**src/rtl/rpc_cmd_pkg.sv**
```systemverilog
// rtl/rpc_cmd_pkg.sv - shared split tags and command record for the RPC command path
package rpc_cmd_pkg;

  localparam logic [1:0] SPLIT_NONE   = 2'b00;
  localparam logic [1:0] SPLIT_FIRST  = 2'b01;
  localparam logic [1:0] SPLIT_SECOND = 2'b10;

  localparam int CMD_ADDR_W = 27;
  localparam int CMD_LEN_W  = 7;

  typedef struct packed {
    logic [CMD_ADDR_W-1:0] addr;
    logic [CMD_LEN_W-1:0]  len;
    logic                  write;
    logic [1:0]            split_req;
  } rpc_cmd_t;

endpackage

```
**src/rtl/rpc_page_split_calc.sv**
```systemverilog
// rtl/rpc_page_split_calc.sv - combinational page-boundary split of one command
module rpc_page_split_calc #(
  parameter int AddrWidth = 27,
  parameter int PageWords = 64,
  parameter int LenWidth  = $clog2(PageWords) + 1
) (
  input  logic [AddrWidth-1:0] addr_i,
  input  logic [LenWidth-1:0]  len_i,
  output logic                 is_split_o,
  output logic [AddrWidth-1:0] first_addr_o,
  output logic [LenWidth-1:0]  first_len_o,
  output logic [AddrWidth-1:0] second_addr_o,
  output logic [LenWidth-1:0]  second_len_o
);

  localparam int OffWidth = $clog2(PageWords);
  localparam logic [LenWidth:0]   PAGE_END   = (LenWidth + 1)'(PageWords);
  localparam logic [LenWidth-1:0] PAGE_WORDS = LenWidth'(PageWords);

  logic [LenWidth-1:0] off;
  logic [LenWidth:0]   end_pos;
  logic [LenWidth-1:0] head;

  // One extra bit on end_pos so off + len can never wrap.
  assign off     = LenWidth'(addr_i[OffWidth-1:0]);
  assign end_pos = {1'b0, off} + {1'b0, len_i};
  assign head    = PAGE_WORDS - off;

  assign is_split_o    = end_pos > PAGE_END;
  assign first_addr_o  = addr_i;
  assign first_len_o   = is_split_o ? head : len_i;
  // Second piece starts on the next page boundary; address wraps naturally.
  assign second_addr_o = addr_i + AddrWidth'(head);
  assign second_len_o  = len_i - head;

endmodule

```
**src/rtl/rpc_cmd_page_splitter.sv**
```systemverilog
// rtl/rpc_cmd_page_splitter.sv - splits page-crossing commands into two tagged pieces
module rpc_cmd_page_splitter
  import rpc_cmd_pkg::*;
#(
  parameter int AddrWidth = 27,
  parameter int PageWords = 64,
  parameter int LenWidth  = $clog2(PageWords) + 1
) (
  input  logic                 clk_i,
  input  logic                 rst_ni,
  input  logic                 cmd_valid_i,
  output logic                 cmd_ready_o,
  input  logic [AddrWidth-1:0] cmd_addr_i,
  input  logic [LenWidth-1:0]  cmd_len_i,
  input  logic                 cmd_write_i,
  output logic                 cmd_valid_o,
  input  logic                 cmd_ready_i,
  output logic [AddrWidth-1:0] cmd_addr_o,
  output logic [LenWidth-1:0]  cmd_len_o,
  output logic                 cmd_write_o,
  output logic [1:0]           split_req_o
);

  localparam logic [1:0] ST_IDLE   = 2'd0;
  localparam logic [1:0] ST_SINGLE = 2'd1;
  localparam logic [1:0] ST_FIRST  = 2'd2;

  logic [1:0]           state;
  logic [AddrWidth-1:0] pend_addr;
  logic [LenWidth-1:0]  pend_len;
  logic                 accept;

  logic                 is_split;
  logic [AddrWidth-1:0] first_addr;
  logic [LenWidth-1:0]  first_len;
  logic [AddrWidth-1:0] second_addr;
  logic [LenWidth-1:0]  second_len;

  rpc_page_split_calc #(
    .AddrWidth (AddrWidth),
    .PageWords (PageWords),
    .LenWidth  (LenWidth)
  ) u_calc (
    .addr_i        (cmd_addr_i),
    .len_i         (cmd_len_i),
    .is_split_o    (is_split),
    .first_addr_o  (first_addr),
    .first_len_o   (first_len),
    .second_addr_o (second_addr),
    .second_len_o  (second_len)
  );

  // A new command may enter when empty, or when the last held piece leaves this cycle.
  assign cmd_ready_o = rst_ni && ((state == ST_IDLE) || ((state == ST_SINGLE) && cmd_ready_i));
  assign accept      = cmd_valid_i && cmd_ready_o;
  assign cmd_valid_o = (state != ST_IDLE);

  // Output/pending registers and state advance only on accept or downstream handshake.
  always_ff @(posedge clk_i) begin
    if (!rst_ni) begin
      state       <= ST_IDLE;
      cmd_addr_o  <= '0;
      cmd_len_o   <= '0;
      cmd_write_o <= 1'b0;
      split_req_o <= SPLIT_NONE;
      pend_addr   <= '0;
      pend_len    <= '0;
    end else if (accept) begin
      cmd_addr_o  <= first_addr;
      cmd_len_o   <= first_len;
      cmd_write_o <= cmd_write_i;
      split_req_o <= is_split ? SPLIT_FIRST : SPLIT_NONE;
      pend_addr   <= second_addr;
      pend_len    <= second_len;
      state       <= is_split ? ST_FIRST : ST_SINGLE;
    end else if ((state == ST_FIRST) && cmd_ready_i) begin
      cmd_addr_o  <= pend_addr;
      cmd_len_o   <= pend_len;
      split_req_o <= SPLIT_SECOND;
      state       <= ST_SINGLE;
    end else if ((state == ST_SINGLE) && cmd_ready_i) begin
      state       <= ST_IDLE;
    end
  end

  // Zero-length commands are illegal upstream; flag them in simulation.
  len_nonzero_a: assert property (@(posedge clk_i) disable iff (!rst_ni) accept |-> (cmd_len_i != '0));

endmodule

```
**config.mk**
```make
export PLATFORM = sky130hd
export DESIGN_NAME = rpc_cmd_page_splitter
export DESIGN_NICKNAME = d
export VERILOG_FILES = /design/src/rtl/rpc_cmd_pkg.sv /design/src/rtl/rpc_page_split_calc.sv /design/src/rtl/rpc_cmd_page_splitter.sv
export SDC_FILE = /design/constraint.sdc
export NUM_CORES = 1
export LEC_CHECK = 0
export CAP_MARGIN = 40
export CORE_MARGIN = 2
export CORE_UTILIZATION = 30
export DETAILED_ROUTE_END_ITERATION = 8
export MAX_ROUTING_LAYER = met4
export SLEW_MARGIN = 20
export SYNTH_ARGS = -nofsm -noshare
export SYNTH_HDL_FRONTEND = slang
export SYNTH_SLANG_ARGS = --single-unit
```
**constraint.sdc**
```tcl
create_clock -name clk_i -period 6.16 [get_ports clk_i]
set_clock_uncertainty 0.05 [all_clocks]
set_input_delay 1.232 -clock clk_i [delete_from_list [all_inputs] [get_ports clk_i]]
set_output_delay 1.232 -clock clk_i [all_outputs]
set_load 0.01 [all_outputs]
```
==> impl_metrics.json <==
{
  "cp_num_cells": 4,
  "syn_area_per_cell_um2": 8.65,
  "synthCells": 466,
  "start_util_pct": 30.6,
  "layout_min_cycle_time_ns": 4.50,
  "vias_per_cell": 5.07,
  "syn-num-nets": 527,
  "min_from": "pend_addr[5]",
  "powerDensity_nw_per_um2": 245,
  "cp.arrival_ns": 3.21,
  "finalWorstSetupSlack_ns": 1.66,
  "io_buffers": 77,
  "fp-row-count": 42,
  "cap_violations": 0,
  "r2r_slack_ns": 3.65,
  "place_hpwl_um": 7730,
  "fin_nets": 592,
  "cp_slowest_cell": "clkdlybuf4s50_1",
  "hold_class": "reg2reg",
  "drive_above_1_share_pct": 6.17,
  "gp_congestion": 0.833,
  "synth.yosys.seq_area_share_pct": 35.3,
  "timing.fmax_mhz": 222,
  "path_delay_family": "buffers and inverters",
  "grt_pass1_vias": 3502,
  "wl_um": 10700,
  "fillCellCount": 1330,
  "overflow": 0,
  "r2r_cells": 7,
  "wl_per_cell_um": 15.0,
  "crit_path_frequent_cell": "clkdlybuf4s50_1",
  "drtAntennaViolNets": 0,
  "grt_first_pass_wirelength_um": 17600,
  "htree_levels": 3,
  "max_slew_margin_pct": 46.7,
  "root_buffer": "clkbuf_16",
  "crit_required_ns": 4.88,
  "cp_max_fo": 22,
  "cts_resized": 0,
  "vias": 3602,
  "ir_worst_vdd_v": 0.000129,
  "yosys_warnings": 0,
  "tritoncts": "built",
  "coreArea_um2": 13200,
  "power_w": 0.00128,
  "async_flop_share_pct": 0,
  "r2r_start": "state[0]",
  "synth_seq_cells": 71,
  "ios": 78,
  "antenna_found_initial": 0,
  "multi_input_area_um2": 2420,
  "drt_iter0_drc": 133,
  "tns_ns": 0,
  "area_growth_pct": 29.6,
  "cts_setup_buffers": 0,
  "postSynth.topFlopCell": "dfxtp_1",
  "synth_edf_count": 0,
  "tightest_slew_ns": 0.797,
  "place_ws_ns": 1.49,
  "cts_buffer_depth": 2,
  "start_kind": "input pin",
  "synth.distinct_cells": 51,
  "cellLeakagePower_nw": 2.22,
  "critPathCaptureType": "output pin",
  "clock_latency_ns": 0.33,
  "cts_num_sinks": 71,
  "dieArea_um2": 14400,
  "crit_buf_inv": 3,
  "track_usage_pct": 15.8,
  "chipHeight_um": 120,
  "grt_max_degree": 46,
  "max_stage_delay_ns": 0.99,
  "cts_made_buffers": 9,
  "path_cells": "clkdlybuf4s50_1 > inv_2 > nor3_1 > clkdlybuf4s50_1",
  "whs_path_depth": 2,
  "final_cells": 711,
  "crit_start": "rst_ni",
  "fp.dieW_um": 120,
  "final-hold-violation-count": 0,
  "rsz0062_at_grt": "no",
  "n_antenna_cell": 0,
  "hold_buffers": 0,
  "finalCritPeriodShare_pct": 73.0,
  "ff_latch_area_um2": 1420,
  "report.final.slew_viol_count": 0,
  "drc": 0,
  "post-route-util_pct": 39.6,
  "path_class": "in2out",
  "place_inst": 696,
  "netlist_area_um2": 4030,
  "finalSetupViolations": 0,
  "status": "complete, no violations",
  "first_pass_iters": 4,
  "path_clk_slew_ns": 0.06
}
-- synth_stat cells, drive strengths merged (3+ instances only) --
library cell  instances  share of area [%]
o21ai                21                2.6
a211oi               34                6.5
inv                  21                2.0
dfxtp                71                 35
clkbuf               22                2.0
nor3                  3               0.37
nand3                16                2.0
buf                   5               0.71
ha                   20                6.2
o31a                  3               0.65
and3                  3               0.47
a21o                 11                2.0
mux2i                33                8.2
xor2                 27                5.9
a221o                 5                1.2
nor2                 47                4.4
xnor2                12                2.6
a21oi                34                4.3
and2                  4               0.68
nand4                12                1.9
nand2                32                3.0
-- layout make-up --
cell class                 instances  share of cell area [%]
multi-input combinational        347                    46.4
sequential                        71                    27.2
timing repair buffer              81                    15.6
clock buffer                       9                    4.31
tap                              176                    4.22
inverter                          21                    1.51
clock inverter                     6                   0.743
-- path summary, 6_finish.rpt --
path / to
setup reg to reg: cmd_len_o[0]
hold reg to reg: pend_addr[5]
setup / recovery: cmd_ready_o
hold / removal: pend_addr[5]
-- routing by layer --
metal  vias up  global-route usage [%]  part of all wire (%)
met1      1700                    20.0                    46
met2        90                    25.4                    47
met3        15                    3.52                   5.1
li1       1797                       -                     -
met5         -                       -                     0
met4         0                    4.56                   1.4
-- tightest hold or removal path, delay by kind of cell, from the launching register on --
family           cells  cell delay [ns]
AO/OA/AOI/OAI        1             0.05
AND/OR/NAND/NOR      1             0.05
flip-flops           1             0.31
-- cells by family (layout without fill, tap and decap cells) --
family                   after synthesis  in the layout  synth area share, %
multiplexers                          33             33                 8.20
XOR/XNOR                              39             39                 8.48
buffers and inverters                 48            117                 4.72
flip-flops                            71             71                 35.3
AND/OR/NAND/NOR                      133            133                 16.0
AO/OA/AOI/OAI                        120            120                 20.2
adder cells (fa/ha/maj)               22             22                 7.20
-- registers in the layout (all words and copies together), names as in the netlist --
register	cells
cmd_addr_o	27
cmd_len_o	7
cmd_write_o	1
pend_addr	25
pend_len	7
split_req_o	2
state	2
-- where the power goes --
part	switching, W	internal [W]
clock	0.000198	0.000268
combinational	0.000151	0.000140
sequential	0.0000224	0.000499
-- cells in the final DEF, fill, tap and decap left out, drive strengths merged, types with 2 or more instances in the layout --
master         count
nor2              47
and3               3
nand3b             2
a221o              5
clkinv             4
xor2              27
and2               4
nand4             12
o21ai             21
mux2i             33
ha                20
a211oi            34
clkbuf             9
buf                4
nand2b             2
clkinvlp           2
nor3               3
fa                 2
nand3             16
nor3b              2
a21oi             34
nor4b              2
o211ai             2
or2                2
clkdlybuf4s50     77
o31a               3
o31ai              2
a21o              11
xnor2             12
nand2             32
dfxtp             71
inv               21
-- metrics by stage --
stage	hold WS [ns]	cell area (um2)
finish	0.403	5220
global route	0.420	5220
CTS	0.403	5220
detailed placement	0.396	4960
global placement	0.388	4940
floorplan	0.381	4030
No activity file was read; power rests on OpenSTA's default activity.
==> RTL change (same settings) <==
`AddrWidth` is set to 27 in 2 places; all go to 54.
--- a/src/rtl/rpc_page_split_calc.sv
+++ b/src/rtl/rpc_page_split_calc.sv
@@ -1,5 +1,5 @@
 // rtl/rpc_page_split_calc.sv - combinational page-boundary split of one command
 module rpc_page_split_calc #(
-  parameter int AddrWidth = 27,
+  parameter int AddrWidth = 54,
   parameter int PageWords = 64,
   parameter int LenWidth  = $clog2(PageWords) + 1
--- a/src/rtl/rpc_cmd_page_splitter.sv
+++ b/src/rtl/rpc_cmd_page_splitter.sv
@@ -3,5 +3,5 @@
   import rpc_cmd_pkg::*;
 #(
-  parameter int AddrWidth = 27,
+  parameter int AddrWidth = 54,
   parameter int PageWords = 64,
   parameter int LenWidth  = $clog2(PageWords) + 1
Interface: changed (resized cmd_addr_i and cmd_addr_o); port bits go from 78 to 132. No check against the original RTL was run, so the function may have changed too.
==> RTL change against the unedited design <==
  * Non-clock buffer count up 67
  * Final area up 83%
  * Critical path depth up 8
  * Via count up 110%
  * Setup slack worse by 670 ps
  * Sequential cell count up 54
  * Power up 95%
  * Wire length up 130%
  * Area after synthesis up 82%
  * Final cell count up 95%
  * Sequential power up 77%
  * Largest cell class unchanged
  * Highest routed layer unchanged
==> RTL change: results (changes against the unedited design) <==
metric;value;unit;change
worst slack, placed;625.1;ps;was 1486 ps
crit-path max FO;13;;was 22
worst-skew pair later-pin latency;430;ps;was 330 ps
sequential share of the synthesized area;0.3408;;was 0.3527
first-pass GRT wire length;38450;um;was 17,620 um
Synth Net Count;1039;;was 527
min-delay src;pend_addr[3];;was pend_addr[5]
synth top area cells;dfxtp_1 (34%), nand2_1 (10%), a311oi_1 (5.2%);;was dfxtp_1 (35%), mux2i_1 (8.2%), ha_1 (6.2%)
met2 Use GR;0.3023;;was 0.2543
proportion of synthesized area in mux cells;0.02727;;was 0.08196
hpwl dp;17310;um;was 7733 um
GRT met3 Usage;0.03099;;was 0.03517
Synth Area in XOR/XNOR;0.03459;;was 0.08476
met1 Usage GRT;0.2484;;was 0.2004
largest net degree at the start of global routing;68;;was 46
placed cell areas;8921;um2;was 4959 um2
gr usage total;0.1918;;was 0.1584
worst r2r dst;pend_addr[27];;was cmd_len_o[0]
Compound-Gate Fraction of Synth Area;0.2212;;was 0.2018
Regs by FF count;cmd_addr_o x54, pend_addr x52;;was cmd_addr_o x27, pend_addr x25
P_leak;3.310;nW;was 2.219 nW
Commonest cells post-synth;nand2_1 (202), dfxtp_1 (125), nor2_1 (61), clkbuf_1 (54), a21oi_1 (45);;was dfxtp_1 (71), nor2_1 (47), a211oi_1 (33), a21oi_1 (33), mux2i_1 (33)
WL met2;11260;um;was 5047 um
Critical R2R Launch;state[1];;was state[0]
Max stage delay on crit path;590;ps;was 990 ps
area of the multi-input gates;4492;um2;was 2425 um2
met3 WL;1069;um;was 540 um
Slowest-stage cell, CP;clkdlybuf4s50_1;;unchanged
gpl congestion;0.9196;;was 0.8331
Adder-Cell Fraction of Synth Area;0.03954;;was 0.07203
Metal-1 WL;11260;um;was 4931 um
Layout Nets;1137;;was 592
Slew HR;0.4419;;was 0.4670
Mapped Cells;951;;was 466
CTS Buf Count;17;;was 9
Hold WS;400.7;ps;was 403.4 ps
Register-to-Register Path Depth;6;;was 7
# H-tree levels;4;;was 3
Worst R2R Setup Slack;3290;ps;was 3650 ps
layout filler cell count;2462;;was 1,330
status;completed;;unchanged
IO Port Bufs;131;;was 77
CTS clock-pin slew for the worst setup and hold paths;60;ps;about the same
Resized Gates After CTS;0;;unchanged
vias in the first global route;7092;;was 3,502
Arrival @ worst endpoint;5390;ps;was 3210 ps
Synth cell types;67;;was 51
DRT iter0 DRCs;624;;was 133
peak supply drop;129.4;uV;was 128.7 uV
Worst Hold Path EP;pend_addr[3];;was pend_addr[5]
## RTL change: cell types whose count changed after synthesis, sizes merged, moves of 13 or more
cell,delta
a311oi,+44
mux2i,-22
nor2,+14
a211oi,-28
clkbuf,+33
a31oi,+28
nand2,+170
o311ai,+18
nor3,+15
or4,+15
nand3,+29
dfxtp,+54
or3,+13
## RTL change: kinds of logic (layout without fill, tap and decap cells)
logic type	count (synthesis)	in the layout
xor gates and xnor gates	29	29
and+or+nand+nor	439	439
adders and majority gates	22	22
buffers and inverters	92	202
AOI/OAI and AO/OA	225	225
DFF	125	125
muxes	19	19
## RTL change: worst register-to-register path: cells and delay by family (launching register included)
kind | cells | cell delay (ps)
AND/OR/NAND/NOR | 5 | 2260
AO/OA/AOI/OAI | 1 | 150
flip-flops | 1 | 340
## RTL change: report_power, final
group	switching (W)	leakage [nW]	internal [W]
combinational	0.000297	2.00	0.000233
sequential	0.0000421	1.02	0.000880
clock	0.000378	0.287	0.000665
total	0.000717	3.31	0.00178
## RTL change: how the worst max path moves through the flow
stage / slack (ps) / cells past startpoint / to / from
global placement: 800 / 12 / pend_addr[51] / cmd_addr_i[1]
floorplan: 1840 / 12 / pend_addr[48] / cmd_addr_i[0]
detailed placement: 630 / 12 / pend_addr[49] / cmd_addr_i[1]
global route: 620 / 12 / pend_addr[39] / cmd_addr_i[1]
finish: 1000 / 12 / pend_addr[51] / cmd_addr_i[1]
CTS: 1070 / 12 / pend_addr[51] / cmd_addr_i[1]
## RTL change: cell type report
cell class,count,area share
Inverter,23,0.009054
Multi-Input combinational cell,734,0.4711
Timing Repair Buffer,148,0.1510
Clock buffer,21,0.04934
Tap cell,324,0.04251
Sequential cell,125,0.2624
Clock inverter,10,0.01456
